`config.mk`:
```
export PLATFORM = sky130hd
export DESIGN_NAME = pacman_scan_display
export DESIGN_NICKNAME = d
export VERILOG_FILES = /design/src/rtl/pacman_scan_display.sv
export SDC_FILE = /design/constraint.sdc
export NUM_CORES = 1
export LEC_CHECK = 0
export BUFFER_PORTS_ARGS = -buffer_cell sky130_fd_sc_hd__buf_2
export CORE_MARGIN = 2
export CORE_UTILIZATION = 50
export DETAILED_ROUTE_END_ITERATION = 16
export PLACE_DENSITY = 0.72
export SLEW_MARGIN = 20
export SYNTH_ARGS = -nofsm -noshare
export SYNTH_HDL_FRONTEND = slang
export SYNTH_SLANG_ARGS = --single-unit
export TNS_END_PERCENT = 5
```
`constraint.sdc`:
```
create_clock -name clk -period 2.6 [get_ports clk]
set_input_delay 0.26 -clock clk [delete_from_list [all_inputs] [get_ports clk]]
set_output_delay 0.26 -clock clk [all_outputs]
set_load 0.05 [all_outputs]
```
`src/rtl/pacman_scan_display.sv`:
```
// Pac-Man game for a multiplexed 7-segment board.
// Owns Pac-Man position, facing direction, the eaten mask and level count.
// Scans the digits and drives registered active-low anodes and cathodes.
//
// state  | meaning
// PLAY   | Pac-Man moves one digit per step tick and eats cheese
// DONE   | level cleared, board frozen for HOLD_STEPS step ticks
// REFILL | one cycle: all cheese except under Pac-Man is restored
module pacman_scan_display #(
  parameter int NUM_DIGITS = 4,
  parameter int SCAN_DIV   = 100000,
  parameter int STEP_DIV   = 50_000_000,
  parameter int WRAP       = 1,
  parameter int HOLD_STEPS = 3,
  localparam int PW = $clog2(NUM_DIGITS)
) (
  input  logic                  clk,
  input  logic                  rst,
  input  logic                  en,
  input  logic                  dir_in,
  output logic [NUM_DIGITS-1:0] anodes,
  output logic [7:0]            cathodes,
  output logic [PW-1:0]         pos,
  output logic [NUM_DIGITS-1:0] eaten_mask,
  output logic                  level_done,
  output logic [7:0]            levels
);

  localparam int SW = (SCAN_DIV > 1) ? $clog2(SCAN_DIV) : 1;
  localparam int TW = (STEP_DIV > 1) ? $clog2(STEP_DIV) : 1;
  localparam int HW = $clog2(HOLD_STEPS + 1);

  localparam logic [7:0] PAC_R  = 8'b01100011;
  localparam logic [7:0] PAC_L  = 8'b00001111;
  localparam logic [7:0] CHEESE = 8'b11111101;
  localparam logic [7:0] OFF    = 8'hFF;

  typedef enum logic [1:0] {S_PLAY, S_DONE, S_REFILL} state_t;

  state_t                state_q, state_d;
  logic [SW-1:0]         scan_cnt_q, scan_cnt_d;
  logic [TW-1:0]         step_cnt_q, step_cnt_d;
  logic [PW-1:0]         idx_q, idx_d;
  logic [PW-1:0]         pos_q, pos_d;
  logic                  dir_q, dir_d;
  logic [NUM_DIGITS-1:0] eaten_q, eaten_d;
  logic [7:0]            levels_q, levels_d;
  logic                  level_done_q, level_done_d;
  logic [HW-1:0]         hold_q, hold_d;
  logic [NUM_DIGITS-1:0] anodes_q, anodes_d;
  logic [7:0]            cathodes_q, cathodes_d;

  logic                  scan_tick;
  logic                  step_tick;
  logic [PW-1:0]         pos_next;
  logic [NUM_DIGITS-1:0] mask_next;
  logic [HW-1:0]         hold_inc;

  function automatic logic [NUM_DIGITS-1:0] onehot(input logic [PW-1:0] p);
    logic [NUM_DIGITS-1:0] oh;
    for (int i = 0; i < NUM_DIGITS; i++) oh[i] = (p == PW'(i));
    return oh;
  endfunction

  // Scan and step timers; the step timer simply holds while en is low
  always_comb begin
    scan_tick  = (scan_cnt_q == SW'(SCAN_DIV - 1));
    scan_cnt_d = scan_tick ? '0 : scan_cnt_q + SW'(1);
    idx_d      = idx_q;
    if (scan_tick) idx_d = (idx_q == PW'(NUM_DIGITS - 1)) ? '0 : idx_q + PW'(1);

    step_tick  = en && (step_cnt_q == TW'(STEP_DIV - 1));
    step_cnt_d = step_cnt_q;
    if (en) step_cnt_d = step_tick ? '0 : step_cnt_q + TW'(1);
  end

  // Candidate position for this tick, using the freshly sampled direction
  always_comb begin
    pos_next = pos_q;
    if (!dir_in) begin
      if (pos_q == PW'(NUM_DIGITS - 1)) pos_next = (WRAP != 0) ? '0 : pos_q;
      else                              pos_next = pos_q + PW'(1);
    end else begin
      if (pos_q == '0) pos_next = (WRAP != 0) ? PW'(NUM_DIGITS - 1) : pos_q;
      else             pos_next = pos_q - PW'(1);
    end
    mask_next = eaten_q | onehot(pos_next);
    hold_inc  = hold_q + HW'(1);
  end

  // Game FSM: movement, eating, level completion and refill
  always_comb begin
    state_d      = state_q;
    pos_d        = pos_q;
    dir_d        = dir_q;
    eaten_d      = eaten_q;
    levels_d     = levels_q;
    hold_d       = hold_q;
    level_done_d = 1'b0;
    case (state_q)
      S_PLAY: begin
        if (step_tick) begin
          dir_d   = dir_in;
          pos_d   = pos_next;
          eaten_d = mask_next;
          if (&mask_next) begin
            level_done_d = 1'b1;
            levels_d     = levels_q + 8'd1;
            hold_d       = '0;
            state_d      = S_DONE;
          end
        end
      end
      S_DONE: begin
        if (step_tick) begin
          hold_d = hold_inc;
          if (hold_inc == HW'(HOLD_STEPS)) state_d = S_REFILL;
        end
      end
      S_REFILL: begin
        eaten_d = onehot(pos_q);
        state_d = S_PLAY;
      end
      default: state_d = S_PLAY;
    endcase
  end

  // Display registers follow the current scan index one cycle later
  always_comb begin
    for (int i = 0; i < NUM_DIGITS; i++) anodes_d[i] = (idx_q != PW'(i));
    if (idx_q == pos_q)      cathodes_d = dir_q ? PAC_L : PAC_R;
    else if (eaten_q[idx_q]) cathodes_d = OFF;
    else                     cathodes_d = CHEESE;
  end

  // State registers with synchronous reset
  always_ff @(posedge clk) begin
    if (rst) begin
      state_q      <= S_PLAY;
      scan_cnt_q   <= '0;
      step_cnt_q   <= '0;
      idx_q        <= '0;
      pos_q        <= '0;
      dir_q        <= 1'b0;
      eaten_q      <= NUM_DIGITS'(1);
      levels_q     <= '0;
      level_done_q <= 1'b0;
      hold_q       <= '0;
      anodes_q     <= '1;
      cathodes_q   <= OFF;
    end else begin
      state_q      <= state_d;
      scan_cnt_q   <= scan_cnt_d;
      step_cnt_q   <= step_cnt_d;
      idx_q        <= idx_d;
      pos_q        <= pos_d;
      dir_q        <= dir_d;
      eaten_q      <= eaten_d;
      levels_q     <= levels_d;
      level_done_q <= level_done_d;
      hold_q       <= hold_d;
      anodes_q     <= anodes_d;
      cathodes_q   <= cathodes_d;
    end
  end

  assign anodes     = anodes_q;
  assign cathodes   = cathodes_q;
  assign pos        = pos_q;
  assign eaten_mask = eaten_q;
  assign level_done = level_done_q;
  assign levels     = levels_q;

endmodule

```
After elaboration in Yosys (flattened, before gate mapping)
Index checks and enable logic that the tools add are counted.
{"block": "op_classes", "n_addsub": 7, "multipliers": 0, "n_div": 0, "order_cmp": 1, "n_eq_ne": 20, "n_shift": 0, "n_mux": 22, "bitwise_logic": 3, "reduce_logical": 15}
{"operator": "adder 26 x 1 -> 26 bit, second input constant", "count": 1}
{"operator": "== test 26 bit, second input constant", "count": 1}
{"operator": "2-to-1 mux 26 bit", "count": 1}
{"operator": "2-to-1 mux 2 bit", "count": 12}
{"operator": "adder 17 x 1 -> 17 bit, second input constant", "count": 1}
{"operator": "== test 17 bit, second input constant", "count": 1}
{"operator": "== test 2 bit, second input constant", "count": 7}
{"operator": "inequality test 2 bit, second input constant", "count": 6}
{"operator": "AND reduction 4 bit", "count": 3}
{"operator": "adder 8 x 1 -> 8 bit, second input constant", "count": 1}
{"operator": "2-to-1 mux 8 bit", "count": 1}
{"operator": "case mux 2 bit (2 select lines)", "count": 2}
{"operator": "case mux 4 bit (2 select lines)", "count": 1}
{"operator": "2-to-1 mux 7 bit", "count": 1}
{"operator": "adder 2 x 1 -> 2 bit, second input constant", "count": 3}
{"operator": "== test 2 x 1 -> 1 bit, second input constant", "count": 3}
{"operator": "logical NOT 2 bit", "count": 3}
{"operator": "AND reduction 6 bit", "count": 1}
{"operator": "nonzero test 2 bit", "count": 3}
{"operator": "2-to-1 mux 4 bit", "count": 1}
{"operator": "OR 4 bit", "count": 1}
{"operator": "AND reduction 2 bit", "count": 2}
{"operator": "< comparator 2 x 3 -> 1 bit, second input constant", "count": 1}
{"operator": "OR reduction 3 bit", "count": 1}
{"operator": "8 further kinds", "count": 10}
{"block": "word_totals", "ff_bits": 77, "latchBits": 0, "ramBits": 0, "rom_bits": 0, "in_bits": 4, "output_inout_bits": 27, "word_cells": 80, "memories": 0}

Longest topological paths before layout
{"block": "logic_depth", "word_depth": 9, "ltp_mapped": 10, "ltp_nobuf": 7}

Worst setup path before layout
Ideal clock, no wire load.
{"block": "synth_path", "kind": "register -> register", "start": "reg pos_q[0], in the netlist pos[0]", "end": "reg levels_q[6], in the netlist levels[6]", "t_arrival_ps": 2622, "t_required_ps": 2529, "path_slack_ps": -93, "path_stages_with_launch": 9, "synth_period_minus_slack_ps": 2693, "cell_sequence": "dfxtp_1 > clkbuf_1 > inv_1 > ha_1 > xnor2_1 > nor3_1 > o21ai_1 > or4_1 > a21oi_1"}
{"block": "synth_between", "elab_chain_cells": 6}
{"item": "from (decl)", "line": "44", "rtl": "logic [PW-1:0] pos_q, pos_d;"}
{"item": "from (signal assigned)", "line": "156", "rtl": "pos_q <= pos_d;"}
{"item": "adder 2 x 1 -> 2 bit, or another cell as far along", "line": "82", "rtl": "else pos_next = pos_q + PW'(1);"}
{"item": "2-to-1 mux 2 bit, on equally long branches", "line": "81, 84"}
{"item": "2-to-1 mux 2 bit *", "line": "80", "rtl": "if (!dir_in) begin"}
{"item": "== test 2 x 1 -> 1 bit, or another cell as far along", "line": "61", "rtl": "for (int i = 0; i < NUM_DIGITS; i++) oh[i] = (p == PW'(i));"}
{"item": "OR 4 bit *", "line": "87", "rtl": "mask_next = eaten_q | onehot(pos_next);"}
{"item": "AND reduction 6 bit (no source line) *"}
{"item": "to (signal assigned)", "line": "159", "rtl": "levels_q <= levels_d;"}
{"item": "to (decl)", "line": "47", "rtl": "logic [7:0] levels_q, levels_d;"}
Mark *: on every way between the ends. The rest lies on a longest branch, timed or not.
A chain may end at the register's enable or synchronous reset.

Worst setup path after layout
{"block": "layout_path", "start": "reg step_cnt_q[10]", "end": "reg levels_q[3], in the netlist levels[3]"}
{"block": "layout_between", "elab_chain_cells": 3}
{"item": "from (decl)", "line": "42", "rtl": "logic [TW-1:0] step_cnt_q, step_cnt_d;"}
{"item": "from (signal assigned)", "line": "154", "rtl": "step_cnt_q <= step_cnt_d;"}
{"item": "== test 26 bit", "line": "72", "rtl": "step_tick = en && (step_cnt_q == TW'(STEP_DIV - 1));"}
{"item": "logical AND 1 bit", "line": "72"}
{"item": "AND reduction 6 bit (no source line)"}
No other way between the ends.

==> results.toml <==
[sta]
rsz0062_at_grt = "no"
worst_slew_pin_slew_ns = 0.680
max_clock_freq_ghz = 0.402
fin_hold_ws_ns = 0.200
maxSlewViolCount = 0
fin_skew_ns = 0.0198
fin_crit_sh = 0.958
setup_viol = 0
relSlewSlack = 0.543
finalSetupTns_ns = 0
finalCriticalPeriod_ns = 2.49
hold_violations = 0

[pwr]
p_int_mw = 1.80
power_frac_clock = 0.470
switching_share = 0.214
power_density_mw_per_mm2 = 589
switching_power_uw = 492
p_comb_frac = 0.029
power.leakage_nw = 1.44
seqPwrFrac = 0.501
vdd_drop_max_uv = 417

[layout]
nets = 440
num_antenna_cells = 0
fin_cells = 509
finalInstanceArea_sq_mm = 0.00389
drive_gt1_frac = 0.147
area_growth_pct = 14.7

[place]
numPlacedInstances = 493
place_congestion = 0.806
placed_area_sq_mm = 0.00365
port_buffers = 29
dp_hpwl_mm = 4.60

[floorplan]
start_util = 0.508
core_sq_mm = 0.00668
die_h_um = 86.4
die_w_um = 86.4
die_area_sq_mm = 0.00747
ioPinCount = 31
rows = 30

[setup_path]
ff2ff_path_depth = 5
slowest_delay_ns = 0.66
slowest_stage = "or4_1"
path_class = "register to register"
cp_cell_sequence = "or4_4 -> or2_0 -> or4_1 -> or4_1 -> a21oi_1"
worst_r2r_endpoint = "levels[3]$_SDFFE_PP0P_"
rrSetupSlack_ns = 0.11
crit_arrival_ns = 2.79
critical_path_buf_inv_count = 0
cp-end-kind = "register"
cpLargestDelayFamily = "simple AND/OR/NAND/NOR gates"
worstPathRequired_ns = 2.90
crit_top_cell = "or4_1"
path_max_fanout = 7
start_kind = "register"
r2r-start = "step_cnt_q[10]$_SDFFE_PP0P_"

[clock_network]
cts.sinks = 74
numCtsBuffers = 9
insertion_delay_ns = 0.36
clk_path_buf_depth = 2
clk_pin_slew_worst_paths_ns = 0.09
cts_setup_buffers = 0
cts_resized = 0
htreeDepth = 3
root_buffer = "clkbuf_8"
cts-hold-fix-buffers = 0
cts_tree = "built"

[synthesis]
synth_edf_count = 0
netlist_area_sq_mm = 0.00340
async_flop_share = 0
synth_flop_cell = "dfxtp_1"
yosysMostFrequentCell = "dfxtp_1"
synth_cell_types = 44
synth_commonest_cells = "dfxtp_1, nor2_1, nand2_1, xor2_1, xnor2_1"
syn_inst = 392
synth_top_area_share = 0.436
avgSynthCellArea_sq_um = 8.66
synth-seq-cells = 74
synth_seq_area_share = 0.436
yosys_warnings = 0
synth_area_leaders = "dfxtp_1, nor2_1, xor2_1"
syn-num-nets = 408
synth_area_leader_cell = "dfxtp_1"

[grt]
antenna_found_initial = 0
grt_util_all_layers = 0.186
grt_pass1_wl_mm = 11.2
grt_pass1_vias = 2479
overflow = 0
grt_max_degree = 34

[min_path]
hold_class = "input port to register"
hp-start = "en"
hold_depth = 3
min_to = "step_cnt_q[1]$_SDFFE_PP0P_"

[routing]
vias = 2766
wire_per_inst_um = 13.1
drc_errors = 0
drt_pass1_iterations = 4
drt-initial-drc-count = 106
wl_mm = 6.67
vias_per_cell = 5.43
antenna_left = 0

[job]
drv_cap = 0

[run_status]
outcome = "complete, no violations"
[per-layer routing]
layer	GRT usage	routed length, um	vias up
met5	0	0	-
met4	0.0852	159	0
met3	0.0486	280	14
met2	0.295	3120	57
met1	0.238	3110	1289
li1	-	-	1406
[cell type report]
class                   count  area [sq um]
multi-input cells         283          1770
fillers                   610          2790
flip-flops and latches     74          1480
repair buffers             40           240
well taps                  80           100
clock inverters             6           115
inverters                  16          60.1
clock buffers              10           128
[flip-flops by register name, summed over array words and instances (netlist names), 4 cells and up]
| signal | flops |
|---|---|
| step_cnt_q | 26 |
| scan_cnt_q | 17 |
| levels | 8 |
| cathodes | 5 |
| anodes | 4 |
| eaten_mask | 4 |
[metrics by stage]
step           setup WS (ns)  power (mW)   util
5_1_grt              0.00929        2.37  0.583
2_1_floorplan         0.0826        1.23      -
3_5_place_dp           0.109        1.24  0.546
6_report               0.110        2.29  0.583
4_1_cts               0.0988        2.31  0.583
3_3_place_gp           0.153        1.24  0.546
[worst max-delay path by stage]
stage / start / endpoint / slack, ns / cells after the start
6_report: step_cnt_q[10]$_SDFFE_PP0P_ / levels[3]$_SDFFE_PP0P_ / 0.11 / 5
5_1_grt: step_cnt_q[10]$_SDFFE_PP0P_ / levels[3]$_SDFFE_PP0P_ / 0.009 / 5
4_1_cts: step_cnt_q[10]$_SDFFE_PP0P_ / levels[3]$_SDFFE_PP0P_ / 0.1 / 5
3_5_place_dp: step_cnt_q[10]$_SDFFE_PP0P_ / levels[3]$_SDFFE_PP0P_ / 0.11 / 5
3_3_place_gp: step_cnt_q[9]$_SDFFE_PP0P_ / levels[3]$_SDFFE_PP0P_ / 0.15 / 5
2_1_floorplan: pos[0]$_SDFFE_PP0P_ / levels[6]$_SDFFE_PP0P_ / 0.08 / 8
[power groups by stage]
stage | clock, mW | combinational [mW] | sequential (mW)
floorplan | 0 | 0.0398 | 1.19
global placement | 0 | 0.0656 | 1.17
detailed placement | 0 | 0.0677 | 1.17
CTS | 1.10 | 0.0676 | 1.15
global route | 1.15 | 0.0736 | 1.15
finish | 1.08 | 0.0665 | 1.15
[cell usage in the layout (no fill, tap or decap), types with 3 or more instances in the layout]
| cell | Yosys | layout |
|---|---|---|
| or4_1 | 6 | 6 |
| nor3_1 | 14 | 14 |
| bufinv_16 | 0 | 3 |
| xnor2_1 | 21 | 21 |
| nand2b_1 | 10 | 10 |
| nor4_1 | 9 | 9 |
| nand3_1 | 16 | 16 |
| buf_4 | 3 | 10 |
| clkbuf_8 | 0 | 9 |
| nand4b_1 | 5 | 5 |
| buf_2 | 3 | 29 |
| nand2_1 | 28 | 28 |
| dfxtp_1 | 74 | 73 |
| o31ai_1 | 6 | 6 |
| ha_1 | 12 | 12 |
| xor2_1 | 22 | 22 |
| or3_1 | 6 | 6 |
| inv_1 | 15 | 15 |
| o21ai_0 | 7 | 7 |
| nor2_1 | 55 | 55 |
| nand4_1 | 11 | 11 |
| a21oi_1 | 15 | 15 |
| and3_1 | 13 | 13 |
[tightest hold or removal path, stage by stage]
cell and delay [ns]:
buf_2 0.14, nand3_1 0.07, a21oi_1 0.06
[cells by family (layout without fill, tap and decap cells)]
family | Yosys count | count (layout) | synth area share
AND/OR/NAND/NOR | 183 | 183 | 0.277
flip-flops | 74 | 74 | 0.436
XOR/XNOR | 43 | 43 | 0.111
AO/OA/AOI/OAI | 41 | 41 | 0.0752
buffers and inverters | 35 | 72 | 0.0431
adder cells (fa/ha/maj) | 12 | 12 | 0.0442
multiplexers | 3 | 3 | 0.0125
other | 1 | 1 | 0.00110
Power figures use the tool's default switching activity.
